## src/rtl/id_ex_stage_pkg.sv

```systemverilog
// Shared constants for the ID/EX stage: datapath sizing and ALU command codes.
// The ALU command encoding matches the 16-bit ALU so commands pass through unchanged.
package id_ex_stage_pkg;

  localparam int unsigned DataW  = 16;
  localparam int unsigned RegNum = 8;
  localparam int unsigned RegAw  = 3;

  typedef enum logic [2:0] {
    AluNc  = 3'd0,
    AluAdd = 3'd1,
    AluSub = 3'd2,
    AluAnd = 3'd3,
    AluOr  = 3'd4,
    AluXor = 3'd5,
    AluSl  = 3'd6,
    AluSr  = 3'd7
  } alu_cmd_e;

  // Command presented to the ALU for an empty slot; the ALU treats it as a no-op.
  localparam logic [2:0] BubbleCmd = AluNc;

endpackage

```

## src/rtl/id_ex_stage_reg_file.sv

```systemverilog
// General register file: two combinational read ports, one synchronous write port.
// Register 0 is hardwired to zero; writes to it are dropped.
module id_ex_stage_reg_file
  import id_ex_stage_pkg::*;
#(
  parameter int unsigned DATA_W  = DataW,
  parameter int unsigned REG_NUM = RegNum,
  parameter int unsigned REG_AW  = RegAw
) (
  input  logic              clk,
  input  logic              rst_n,
  input  logic [REG_AW-1:0] ra0_i,
  output logic [DATA_W-1:0] rd0_o,
  input  logic [REG_AW-1:0] ra1_i,
  output logic [DATA_W-1:0] rd1_o,
  input  logic              we_i,
  input  logic [REG_AW-1:0] wa_i,
  input  logic [DATA_W-1:0] wd_i
);

  logic [DATA_W-1:0] mem_q [REG_NUM];

  always_ff @(posedge clk or negedge rst_n) begin
    if (!rst_n) begin
      for (int i = 0; i < REG_NUM; i++) begin
        mem_q[i] <= '0;
      end
    end else if (we_i && (wa_i != '0)) begin
      mem_q[wa_i] <= wd_i;
    end
  end

  assign rd0_o = (ra0_i == '0) ? '0 : mem_q[ra0_i];
  assign rd1_o = (ra1_i == '0) ? '0 : mem_q[ra1_i];

endmodule

```

## src/rtl/id_ex_stage.sv

```systemverilog
// Operand fetch with EX/MEM and WB forwarding, followed by the ID/EX pipeline register
// feeding the ALU. Stall holds the register; flush (which beats stall) inserts a bubble.
module id_ex_stage
  import id_ex_stage_pkg::*;
#(
  parameter int unsigned DATA_W  = DataW,
  parameter int unsigned REG_NUM = RegNum,
  parameter int unsigned REG_AW  = RegAw
) (
  input  logic              clk,
  input  logic              rst_n,
  input  logic              id_valid,
  input  logic [REG_AW-1:0] id_rs,
  input  logic [REG_AW-1:0] id_rt,
  input  logic [REG_AW-1:0] id_rd,
  input  logic [DATA_W-1:0] id_imm,
  input  logic              id_use_imm,
  input  logic [2:0]        id_alu_cmd,
  input  logic              id_reg_we,
  input  logic              stall,
  input  logic              flush,
  input  logic              exmem_we,
  input  logic [REG_AW-1:0] exmem_rd,
  input  logic [DATA_W-1:0] exmem_data,
  input  logic              wb_we,
  input  logic [REG_AW-1:0] wb_rd,
  input  logic [DATA_W-1:0] wb_data,
  output logic              ex_valid,
  output logic [DATA_W-1:0] ex_a,
  output logic [DATA_W-1:0] ex_b,
  output logic [2:0]        ex_alu_cmd,
  output logic [REG_AW-1:0] ex_rd,
  output logic              ex_reg_we
);

  logic [DATA_W-1:0] rf_rs, rf_rt;
  logic [DATA_W-1:0] rs_val, rt_val, b_val;

  id_ex_stage_reg_file #(
    .DATA_W (DATA_W),
    .REG_NUM(REG_NUM),
    .REG_AW (REG_AW)
  ) u_reg_file (
    .clk  (clk),
    .rst_n(rst_n),
    .ra0_i(id_rs),
    .rd0_o(rf_rs),
    .ra1_i(id_rt),
    .rd1_o(rf_rt),
    .we_i (wb_we),
    .wa_i (wb_rd),
    .wd_i (wb_data)
  );

  // Youngest producer wins: EX/MEM is newer than WB, WB is newer than the array.
  function automatic logic [DATA_W-1:0] fwd_sel(
    input logic [REG_AW-1:0] addr,
    input logic [DATA_W-1:0] rf_val,
    input logic              em_we,
    input logic [REG_AW-1:0] em_rd,
    input logic [DATA_W-1:0] em_data,
    input logic              w_we,
    input logic [REG_AW-1:0] w_rd,
    input logic [DATA_W-1:0] w_data
  );
    if (addr == '0) begin
      return '0;
    end else if (em_we && (em_rd == addr)) begin
      return em_data;
    end else if (w_we && (w_rd == addr)) begin
      return w_data;
    end
    return rf_val;
  endfunction

  always_comb begin
    rs_val = fwd_sel(id_rs, rf_rs, exmem_we, exmem_rd, exmem_data, wb_we, wb_rd, wb_data);
    rt_val = fwd_sel(id_rt, rf_rt, exmem_we, exmem_rd, exmem_data, wb_we, wb_rd, wb_data);
    b_val  = id_use_imm ? id_imm : rt_val;
  end

  logic              valid_q, valid_d;
  logic [DATA_W-1:0] a_q, a_d;
  logic [DATA_W-1:0] b_q, b_d;
  logic [2:0]        cmd_q, cmd_d;
  logic [REG_AW-1:0] rd_q, rd_d;
  logic              we_q, we_d;

  // Bubbles only clear the control fields; operand and rd fields keep their last values.
  always_comb begin
    valid_d = valid_q;
    a_d     = a_q;
    b_d     = b_q;
    cmd_d   = cmd_q;
    rd_d    = rd_q;
    we_d    = we_q;
    if (flush || (!stall && !id_valid)) begin
      valid_d = 1'b0;
      we_d    = 1'b0;
      cmd_d   = BubbleCmd;
    end else if (!stall) begin
      valid_d = 1'b1;
      a_d     = rs_val;
      b_d     = b_val;
      cmd_d   = id_alu_cmd;
      rd_d    = id_rd;
      we_d    = id_reg_we;
    end
  end

  always_ff @(posedge clk or negedge rst_n) begin
    if (!rst_n) begin
      valid_q <= 1'b0;
      a_q     <= '0;
      b_q     <= '0;
      cmd_q   <= BubbleCmd;
      rd_q    <= '0;
      we_q    <= 1'b0;
    end else begin
      valid_q <= valid_d;
      a_q     <= a_d;
      b_q     <= b_d;
      cmd_q   <= cmd_d;
      rd_q    <= rd_d;
      we_q    <= we_d;
    end
  end

  assign ex_valid   = valid_q;
  assign ex_a       = a_q;
  assign ex_b       = b_q;
  assign ex_alu_cmd = cmd_q;
  assign ex_rd      = rd_q;
  assign ex_reg_we  = we_q;

endmodule

```

## config.mk

```make
export PLATFORM = sky130hd
export DESIGN_NAME = id_ex_stage
export DESIGN_NICKNAME = d
export VERILOG_FILES = /design/src/rtl/id_ex_stage_pkg.sv /design/src/rtl/id_ex_stage_reg_file.sv /design/src/rtl/id_ex_stage.sv
export SDC_FILE = /design/constraint.sdc
export NUM_CORES = 1
export LEC_CHECK = 0
export CAP_MARGIN = 15
export CORE_MARGIN = 8
export CORE_UTILIZATION = 25
export DETAILED_ROUTE_END_ITERATION = 10
export GPL_TIMING_DRIVEN = 1
export HOLD_SLACK_MARGIN = 0.06
export SYNTH_ARGS = -nofsm -noshare
export SYNTH_HDL_FRONTEND = slang
export SYNTH_SLANG_ARGS = --single-unit
```

## constraint.sdc

```tcl
create_clock -name clk -period 3.5 [get_ports clk]
set_clock_uncertainty 0.2 [all_clocks]
set_input_delay 0.35 -clock clk [delete_from_list [all_inputs] [get_ports clk]]
set_output_delay 0.35 -clock clk [all_outputs]
set_load 0.005 [all_outputs]
```

### After elaboration in Yosys (flattened, before gate mapping)

Cells that the tools add are included.

| operators by class | value |
|---|---|
| $add $sub $neg | 0 |
| $mul | 0 |
| div/mod/pow operators | 0 |
| magnitude comparators | 4 |
| equal/unequal tests | 5 |
| shift operators | 0 |
| mux-type cells | 32 |
| bitwise operators | 5 |
| reduce and logical (&&, ||, !) cells | 14 |

Operators with widths:

| operator | count |
|---|---|
| $mux 16 | 16 |
| $bwmux 128 | 1 |
| $bmux 16 s3 | 2 |
| $demux 16 s3 | 1 |
| $eq 3x3->1 | 4 |
| $ge 4x4->1 const B | 3 |
| $not 3->4 | 3 |
| $mux 1 | 10 |
| $logic_and 1x1->1 | 7 |
| $logic_not 3->1 | 2 |
| $mux 3 | 2 |
| $lt 4x1->1 const B | 1 |
| $reduce_bool 3->1 | 1 |
| $logic_not 1->1 | 2 |
| $ne 2x1->1 const B | 1 |
| $not 1->1 | 2 |
| $reduce_and 2->1 | 1 |
| $logic_or 1x1->1 | 1 |

| storage, ports and cells | value |
|---|---|
| register bits after elaboration | 168 |
| bits in latches | 0 |
| RAM bits | 0 |
| memory bits (read-only) | 0 |
| bits of input ports | 75 |
| output and inout bits | 40 |
| logic and storage cells | 74 |
| memories kept | 0 |

### Depth between registers and ports, before layout

Gate-level depths: netlist of run 1.

| logic depth | value |
|---|---|
| depth in word-level cells | 7 |
| mapped depth | 8 |

### Modules after synthesis

Synthesis of run 1 repeated with hierarchy kept, for this count alone.

| second synthesis, totals | value |
|---|---|
| cell total of the unflattened synthesis | 732 |
| area total of the unflattened synthesis | 8774.7 µm² |

By module, submodules not included:

| module | times used | cells each | area each (µm²) |
|---|---|---|---|
| id_ex_stage_reg_file | 1 | 462 | 6271.0 |
| id_ex_stage | 1 | 270 | 2503.7 |

### Worst setup path after synthesis of run 1

No wires, ideal clock.

| timing | value |
|---|---|
| path kind | input to register |
| start point | in id_rt[1] |
| end point | reg b_q[10], in the netlist ex_b[10] |
| setup time | 141 ps |
| arrival | 1587 ps |
| setup slack | 1572 ps |
| stages | 8 |
| path buffers | 3 |
| cell sequence | buf_4 > xnor2_2 > and4_4 > buf_6 > buf_4 > mux2_2 > nand2_1 > a31oi_1 |

| on the way | value |
|---|---|
| cells in the longest elaborated chain, start to end | 7 |
| elaborated cells between the ends (all ways) | 17 |

RTL lines:

| what | RTL line | RTL |
|---|---|---|
| start, declared | id_ex_stage.sv:14 | `input logic [REG_AW-1:0] id_rt,` |
| $not 3->4 (not written as such) or $eq 3x3->1 (tied branches) | id_ex_stage_reg_file.sv:34, id_ex_stage.sv:70 |  |
| $bmux 16 s3 or $logic_and 1x1->1 (tied branches) | id_ex_stage_reg_file.sv:34, id_ex_stage.sv:70 |  |
| $mux 16 (not written as such) or $mux 1 (tied branches) | id_ex_stage_reg_file.sv:34, id_ex_stage.sv:70 |  |
| $mux 16 (not written as such) or $mux 1 (tied branches) | id_ex_stage_reg_file.sv:34, id_ex_stage.sv:68 |  |
| $mux 16 or $mux 1 (tied branches) | id_ex_stage_reg_file.sv:34, id_ex_stage.sv:66 |  |
| $mux 16 (*) | id_ex_stage.sv:73 | `return rf_val;` |
| $mux 16 (*) | id_ex_stage.sv:79 | `b_val = id_use_imm ? id_imm : rt_val;` |
| end signal, assigned | id_ex_stage.sv:115 | `b_q <= '0;` |
| end signal, assigned | id_ex_stage.sv:122 | `b_q <= b_d;` |
| end, declared | id_ex_stage.sv:84 | `logic [DATA_W-1:0] b_q, b_d;` |

Mark *: on every way between the ends. The rest lies on a longest branch, timed or not. The select of a mux whose other input is x is not followed.
A chain may end at the register's enable or synchronous reset.

### Worst setup path in the final report of run 1

| timing | value |
|---|---|
| start point | in id_rt[1] |
| end point | reg b_q[13], in the netlist ex_b[13] |

Same word-level chain as after synthesis.

==> results of run 1 <==
==> final timing paths <==
check / start / to / slack, ps / cells after the start
min in group asynchronous: rst_n / u_reg_file.mem_q[35] / 270 / 2
max in group asynchronous: rst_n / ex_b[13] / 2030 / 3
worst min register to register: u_reg_file.mem_q[127] / u_reg_file.mem_q[127] / 190 / 0
worst max-delay path: id_rt[1] / ex_b[13] / 1230 / 7
worst min-delay path: u_reg_file.mem_q[127] / u_reg_file.mem_q[127] / 190 / 0
worst max register to register: u_reg_file.mem_q[9] / ex_b[9] / 1780 / 4
==> layout make-up <==
type                    count  area share (%)
clock buffers              18            3.93
clock inverters            14            1.33
multi-input cells         422            39.5
flip-flops and latches    168            37.6
well taps                 461            5.16
repair buffers            144            12.5
==> critical path, stage by stage <==
cell             delay, ps
clkdlybuf4s50_1        560
buf_4                  310
xnor2_1                 90
and4_1                 260
nor3_4                 490
and2_1                 220
o22ai_1                 70
==> cells by family (layout without fill, tap and decap cells) <==
family,count (synthesis),in the layout,synth area share (%)
and+or+nand+nor,100,100,5.94
muxes,222,222,35.8
buffers and inverters,68,176,3.91
AOI/OAI and AO/OA,88,88,5.86
DFF,168,168,47.1
xor gates and xnor gates,12,12,1.43
==> stage by stage <==
stage / util, % / hold WS (ps) / worst slack (ps) / cells
3_5_place_dp: 29.9 / 180 / 798 / 1194
5_1_grt: 31.6 / 214 / 1060 / 1227
4_1_cts: 31.6 / 198 / 1250 / 1227
6_report: 31.6 / 194 / 1230 / 1227
2_1_floorplan: - / -146 / 1570 / 658
3_3_place_gp: 29.9 / 176 / 832 / 1194
==> cells in the mapped netlist, types with 3 or more instances <==
cell / number
dfrtp_1: 168
mux2_2: 140
mux4_2: 64
nand2_1: 55
o21ai_0: 46
clkbuf_1: 35
a22oi_1: 20
buf_2: 18
mux2i_1: 18
nand3b_1: 15
a31oi_1: 14
buf_4: 9
xnor2_1: 9
nor2_1: 8
buf_6: 5
nand4_1: 4
a21oi_1: 3
nand4b_1: 3
nor3_1: 3
xnor2_2: 3
==> per-layer routing <==
layer  track usage [%]  vias to the layer above  wire, um
met5                 0                        -        49
met4              3.63                        8       282
met3              3.00                       30      1570
met2              21.0                      151     12800
met1              15.4                     3080     11000
li1                  -                     2674         -
==> timing repair <==
item                      CTS  global route
hold buffers                1             0
hold endpoints to repair   57             0
gates resized for setup     0             0
==> state kept, by name (all words and copies together) (netlist names) <==
register,cells
ex_rd,3
ex_valid,1
u_reg_file.mem_q,128
ex_a,16
ex_b,16
ex_alu_cmd,3
ex_reg_we,1
==> power by group <==
group          total (mW)  switching (mW)  internal [mW]  leakage, nW
combinational        1.45           0.549          0.902         2.11
sequential           2.58           0.253           2.33         2.06
clock                1.89           0.815           1.07        0.267
total                5.92            1.62           4.30         4.44
==> metrics.txt, run 1 <==
endpoints failing setup=0; Max Buffers Root-to-Sink=2; DRC=0; Worst-path clk slew=70 ps; Setup CP Type=in2reg; grt ovf=0; crit path DAT=about 2400 ps; full die area=~0.042 mm^2; antenna-violating nets left=0; H-tree Lvls=4; ys flop type=dfrtp_1; dominant cells by area after synthesis=dfrtp_1, mux2_2, mux4_2; Ys Warns=0; post-route cell area=approximately 0.011 mm^2; Slew HR=a little under three fifths; Core ar.=0.0354 mm^2; initial core utilization=roughly a quarter; Power Density=530 mW/mm^2; Ant. Diodes=0; PortBufs=approximately 110; share of the synthesized area in the top cell type=47.1%; max-cap violation count=0; antenna violations before repair=4; area of placed instances=roughly 0.011 mm^2; commonest non-fill, non-tap cell in the layout=dfrtp_1; data required time of the critical path=about 3600 ps; Num CTS Buffers=17; row count=69; nets@finish=between 800 and 900; Multi-input gate area=between 0.004 and 0.005 mm^2; Yosys cell types=33; Slew Limit Fails=0; number of synthesized register bits=168; Mapped Area=0.00893 mm^2; placer congestion estimate=between 0.7 and 0.8; Initial DRC Count=~360; HP Class=reg2reg; num ports=around 120; CTS tree=yes; share of layout cells above drive strength 1=between 30% and 40%; Total Routing Usage GR=between 10% and 20%; Vias per Instance=approximately 4.8; setup bufs post-CTS=0; total negative setup slack=0 ps; Worst VDD drop=between 0.4 and 0.5 mV; Die H=about 210 um; Hold Fails Final Rpt=0; Post-synth EDFFs=0; Pleak=around 4.4 nW; sequential area share after synthesis=between 40% and 50%; Syn Nets=between 700 and 800; Post-Route WL=25700 um; Synth-to-Final Area Change=25.1%; clk sinks=approximately 170; 1st-pass router iterations=5; crit path max fanout=17; commonest cells after routing, fill and taps aside=dfrtp_1, mux2_2, clkdlybuf4s50_1; later-pin clock latency in the skew report=roughly 430 ps; fillers=~3.5k; Seq. cell area=approximately 0.0042 mm^2; Synth area leader=dfrtp_1; Worst-Margin Slew=roughly 660 ps; Final Power=around 6 mW; post-layout minimum cycle time=approximately 2300 ps; share of flip-flops with an asynchronous set or reset=between 90% and 100%; Mapped Cells=658; f_max=roughly 440 MHz; via count=5943; wire length of the first global-routing pass=39600 um; vias in the first global route=around 6.3k; status=completed; Syn Area/Cell=approximately 14 um^2; CP Launch Type=input port; clk root buf=clkbuf_16; WL/cell=roughly 21 um; HPWL after DPL=roughly 18000 um; RSZ-0062 raised after global routing=false; die width=about 210 um; crit end category=register; pin count of the biggest net entering global routing=61; crit share post-route=approximately two thirds
Power figures use the tool's default switching activity.
==> run 2: changes to the inputs <==
clock period = 2 ns   (was 3.5 ns; I/O delays follow)
==> run 2 against run 1 <==
Net effect:
- core utilization increased by 1.9 points
- combinational power up 86%
- final area up 6.1%
- setup slack worse by 1000 ps
- highest routed layer unchanged
- sequential power increased by 75%
- die area did not move
- flip-flop and latch count unchanged
- critical endpoint is now ex_a[6]
- non-clock buffer count grew 46
==> metrics.txt, run 2 (same netlist as run 1, synthesis figures left out) <==
initial core utilization=25.2% (unchanged); RSZ-0062 raised after global routing=false (unchanged); sw frac=26.4% (was 27.3%); Top reg by flops=u_reg_file.mem_q (unchanged); setup bufs post-CTS=0 (unchanged); Setup CP Type=reg2out (was in2reg); Critical Path Max Stage Delay=560 ps (about the same); Total Routing Usage GR=12.9% (was 12.4%); die width=205 um (unchanged); data required time of the critical path=1600 ps (was 3600 ps); row count=69 (unchanged); Hold Fails Final Rpt=0 (unchanged); final worst setup slack=185 ps (was 1230 ps); PortBufs=114 (unchanged); Slew Limit Fails=0 (unchanged); WL/cell=20.8 um (was 21.0 um); commonest non-fill, non-tap cell in the layout=dfrtp_1 (unchanged); Logic pwr share=25.1% (was 24.5%); crit path DAT=1420 ps (was 2370 ps); clk root buf=clkbuf_16 (unchanged); Max Buffers Root-to-Sink=2 (unchanged); Power Density=904 mW/mm^2 (was 530 mW/mm^2); WHS=88.7 ps (was 194 ps); pin count of the biggest net entering global routing=52 (was 61); sw power=2.83 mW (was 1.62 mW); H-tree Lvls=4 (unchanged); vias in the first global route=6416 (was 6335); Worst-path clk slew=70 ps (about the same); max-cap violation count=0 (unchanged); antenna-violating nets left=0 (unchanged); Slew HR=65.2% (was 56.0%); endpoints failing setup=0 (unchanged); share of layout cells above drive strength 1=39.8% (was 36.6%); worst path cell trace=clkdlybuf4s50_1 (was clkdlybuf4s50_1 -> buf_4 -> xnor2_1 -> and4_1 -> nor3_4 -> and2_1 -> o22ai_1); placer congestion estimate=0.796 (was 0.763); number of flip-flops under the largest register name=128 (unchanged); nets@finish=874 (was 828); Critical Path Slowest Stage Cell=clkdlybuf4s50_1 (unchanged); status=completed (unchanged); DRC=0 (unchanged); crit path max fanout=2 (was 17); later-pin clock latency in the skew report=430 ps (about the same); CP bufs+invs=1 (was 2); Pleak=4.80 nW (was 4.44 nW); Num CTS Buffers=17 (unchanged); Post-Route WL=26600 um (was 25700 um); post-layout minimum cycle time=~1800 ps; HP Class=in2async (was reg2reg); Worst VDD drop=0.677 mV (was 0.411 mV); via count=6187 (was 5943); Worst-Margin Slew=522 ps (was 658 ps); clk sinks=168 (unchanged); wire length of the first global-routing pass=41400 um (was 39600 um); crit share post-route=between 90% and 100%; part of the power in registers=42.1% (was 43.6%); Vias per Instance=4.86 (was 4.84); num ports=115 (unchanged); Pint=7.89 mW (was 4.30 mW); full die area=0.0420 mm^2 (unchanged); f_max=roughly 550 MHz; HPWL after DPL=19600 um (was 17800 um); Place WS=-216 ps (was 798 ps); commonest cells after routing, fill and taps aside=dfrtp_1, mux2_2, clkdlybuf4s50_1 (unchanged); CP delay by family, top=buffers and inverters (was simple AND/OR/NAND/NOR gates); Die H=205 um (unchanged); Clk pwr share=32.8% (was 31.9%); Cell Count, Final, Fillers Out=1274 (was 1227); Initial DRC Count=415 (was 356); 1st-pass router iterations=4 (was 5); crit end category=output pin (was register); Post-CTS Resized=0 (unchanged); Synth-to-Final Area Change=32.8% (was 25.1%); fin util=33.5% (was 31.6%); grt ovf=0 (unchanged); CP Launch Type=register (was input port); antenna violations before repair=2 (was 4); CTS tree=yes (unchanged); Final Power=10.7 mW (was 5.92 mW); Core ar.=0.0354 mm^2 (unchanged); dpl cells=1240 (was 1194)
## run 2: cell types whose count changed in the layout (fill, tap and decap cells not counted), sizes merged
cell	change
buf	+46
bufinv	+2
clkbuf	+3
clkinv	+2
clkinvlp	-5
diode	+1
inv	-2
## run 2: final cells by class
cell class | count | area [um^2]
well taps | 461 | 577
clock buffers | 21 | 450
multi-input cells | 422 | 4410
flip-flops and latches | 168 | 4200
diodes | 1 | 2.50
clock inverters | 11 | 171
repair buffers | 190 | 2040
fillers | 3417 | 23500
## run 2: what timing repair did
action                                 in CTS  in global routing
hold buffers                                1                  0
endpoints found under the hold margin     168                  0
setup endpoints to repair                   0                  0
## run 2: metrics by stage
stage          setup TNS (ps)  cell area [um^2]
2_1_floorplan               0              8930
3_3_place_gp           -14580             11200
3_5_place_dp           -15220             11200
4_1_cts                     0             11900
5_1_grt                     0             11900
6_report                    0             11900
## run 2: final timing paths
check	start	to	slack (ps)	depth (start not counted)
max	ex_a[6]	ex_a[6]	180	1
min	rst_n	u_reg_file.mem_q[99]	90	2
max reg2reg	u_reg_file.mem_q[5]	ex_a[5]	280	5
min reg2reg	u_reg_file.mem_q[118]	u_reg_file.mem_q[118]	190	0
max in group asynchronous	rst_n	u_reg_file.mem_q[89]	860	3
min in group clk	id_rd[1]	ex_rd[1]	110	3
## run 2: power by group through the flow
stage,logic (mW),clock network (mW),registers [mW]
2_1_floorplan,1.57,0,4.45
3_3_place_gp,2.67,0,4.54
3_5_place_dp,2.71,0,4.57
4_1_cts,2.72,3.59,4.51
5_1_grt,2.91,3.75,4.61
6_report,2.69,3.52,4.52
## run 2: per-layer routing
layer,share of wire (%),vias to the layer above,track usage (%)
met2,46,183,20.2
met3,6.5,37,2.61
li1,-,2761,-
met4,2.1,2,4.54
met1,45,3204,17.6
met5,0.038,-,0
==> run 3: changes to the inputs <==
clock period = 2.3 ns   (was 2 ns; I/O delays follow)
==> run 3 against run 2 <==
Net effect:
- sequential share of layout area is 0.65 points higher
- register-to-register slack better by 320 ps
- hold slack better by 48 ps
- critical path depth is 5 higher
- first-iteration DRC count is 28% higher
- critical endpoint is now ex_b[9]
==> metrics.txt, run 3 (same netlist as run 1, synthesis figures left out) <==
later-pin clock latency in the skew report=430 ps (about the same); Vias per Instance=4.88 (was 4.86); Worst-path clk slew=60 ps (was 70 ps); Initial DRC Count=531 (was 415); Critical Path Max Stage Delay=610 ps (was 560 ps); post-route cell area=0.0116 mm^2 (was 0.0119 mm^2); crit path DAT=2000 ps (was 1420 ps); Setup crit end=ex_b[9] (was ex_a[6]); reg2reg start=u_reg_file.mem_q[69] (was u_reg_file.mem_q[5]); grt ovf=0 (unchanged); final worst setup slack=396 ps (was 185 ps); number of flip-flops under the largest register name=128 (unchanged); HP Class=in2reg (was in2async); row count=69 (unchanged); Clk pwr share=33.0% (was 32.8%); wire length of the first global-routing pass=41200 um (was 41400 um); endpoints failing setup=0 (unchanged); R2R setup slack=600 ps (was 280 ps); fin util=32.9% (was 33.5%); dpl cells=1218 (was 1240); sw power=2.46 mW (was 2.83 mW); pin count of the biggest net entering global routing=65 (was 52); Post-Route WL=26700 um (was 26600 um); Worst-Margin Slew=471 ps (was 522 ps); vias in the first global route=6478 (was 6416); Slew Limit Fails=0 (unchanged); H-tree Lvls=4 (unchanged); Setup CP Type=in2reg (was reg2out); RSZ-0062 raised after global routing=false (unchanged); status=completed (unchanged); die width=205 um (unchanged); Synth-to-Final Area Change=30.4% (was 32.8%); commonest cells after routing, fill and taps aside=dfrtp_1, mux2_2, clkdlybuf4s50_1 (unchanged); Place WS=-39.2 ps (was -216 ps); WL/cell=21.4 um (was 20.8 um); Crit. path cell count=6 (was 1); CTS tree=yes (unchanged); Num CTS Buffers=17 (unchanged); Worst R2R End=ex_a[5] (unchanged); Critical Path Slowest Stage Cell=clkdlybuf4s50_1 (unchanged); placer congestion estimate=0.771 (was 0.796); full die area=0.0420 mm^2 (unchanged); share of layout cells above drive strength 1=38.5% (was 39.8%); sw frac=26.5% (was 26.4%); nets@finish=853 (was 874); Worst VDD drop=0.606 mV (was 0.677 mV); crit share post-route=around 83%; num ports=115 (unchanged); commonest non-fill, non-tap cell in the layout=dfrtp_1 (unchanged); data required time of the critical path=2400 ps (was 1600 ps); Hold Fails Final Rpt=0 (unchanged); Slew HR=68.3% (was 65.2%); HPWL after DPL=18800 um (was 19600 um); CP Launch Type=input port (was register); crit end category=register (was output pin); antenna violations before repair=5 (was 2); CP delay by family, top=buffers and inverters (unchanged); CP bufs+invs=2 (was 1); crit path max fanout=17 (was 2); clk sinks=168 (unchanged); via count=6112 (was 6187); WHS=137 ps (was 88.7 ps); f_max=~530 MHz; Top reg by flops=u_reg_file.mem_q (unchanged); Logic pwr share=24.7% (was 25.1%); fillers=3506 (was 3417); setup bufs post-CTS=0 (unchanged); max-cap violation count=0 (unchanged); Core ar.=0.0354 mm^2 (unchanged); area of placed instances=0.0110 mm^2 (was 0.0112 mm^2); post-layout minimum cycle time=1900 ps; antenna-violating nets left=0 (unchanged); worst path cell trace=clkdlybuf4s50_1 -> buf_4 -> mux4_2 -> mux2_2 -> nand2_1 -> a31oi_1 (was clkdlybuf4s50_1); Post-CTS Resized=0 (unchanged); initial core utilization=25.2% (unchanged); DRC=0 (unchanged); cells on worst reg2reg path=5 (unchanged); total negative setup slack=0 ps (unchanged); Total Routing Usage GR=12.8% (was 12.9%); Final Power=9.31 mW (was 10.7 mW); Setup crit start=id_rt[1] (was ex_a[6]); Pint=6.85 mW (was 7.89 mW); clk root buf=clkbuf_16 (unchanged); Power Density=800 mW/mm^2 (was 904 mW/mm^2); Max Buffers Root-to-Sink=2 (unchanged); part of the power in registers=42.3% (was 42.1%); Pleak=4.68 nW (was 4.80 nW); Cell Count, Final, Fillers Out=1252 (was 1274); 1st-pass router iterations=4 (unchanged); PortBufs=114 (unchanged); Die H=205 um (unchanged)
-- run 3: changes by cell type in the layout (fill, tap and decap cells not counted), sizes merged --
| cell | previous run | this run |
|---|---|---|
| buf | 78 | 57 |
| clkinv | 4 | 5 |
| clkbuf | 21 | 19 |
| inv | 1 | 0 |
| clkinvlp | 2 | 3 |
-- run 3: metal layers --
| layer | vias to the layer above | global-route usage [%] | share of wire [%] |
|---|---|---|---|
| li1 | 2722 | - | - |
| met1 | 3178 | 16.8 | 45 |
| met2 | 162 | 20.4 | 46 |
| met3 | 42 | 3.16 | 5.7 |
| met4 | 8 | 4.72 | 2.5 |
| met5 | - | 0 | 0.17 |
-- run 3: worst min-delay path, delay by kind of cell --
family,cells,cell delay (ps)
simple gates,2,90
buf+inv,1,400
-- run 3: area by class of cell --
cell class / count / area [um^2] / area share [%]
multi-input combinational: 422 / 4410 / 37.9
sequential: 168 / 4200 / 36.1
antenna: 1 / 2.50 / 0.0215
tap: 461 / 577 / 4.95
clock inverter: 12 / 175 / 1.50
timing repair buffer: 169 / 1820 / 15.7
clock buffer: 19 / 453 / 3.89
-- run 3: worst min path at each step --
stage | startpoint | end | slack [ps] | depth (start not counted)
6_report | id_rd[0] | ex_rd[0] | 140 | 3
4_1_cts | id_rd[0] | ex_rd[0] | 120 | 3
3_5_place_dp | rst_n | u_reg_file.mem_q[19] | -70 | 1
2_1_floorplan | rst_n | ex_a[0] | -270 | 0
5_1_grt | id_rd[0] | ex_rd[0] | 150 | 3
3_3_place_gp | rst_n | u_reg_file.mem_q[20] | -70 | 1
-- run 3: power by group through the flow --
stage | registers (mW) | clock network (mW) | logic, mW
floorplan | 3.87 | 0 | 1.36
global placement | 3.96 | 0 | 2.28
detailed placement | 3.98 | 0 | 2.31
CTS | 3.93 | 3.12 | 2.33
global route | 4.02 | 3.25 | 2.49
finish | 3.94 | 3.07 | 2.30
-- run 3: what timing repair did --
action                                 CTS  global route
setup endpoints to repair                0             0
hold buffers                             2             0
endpoints found under the hold margin  168             0
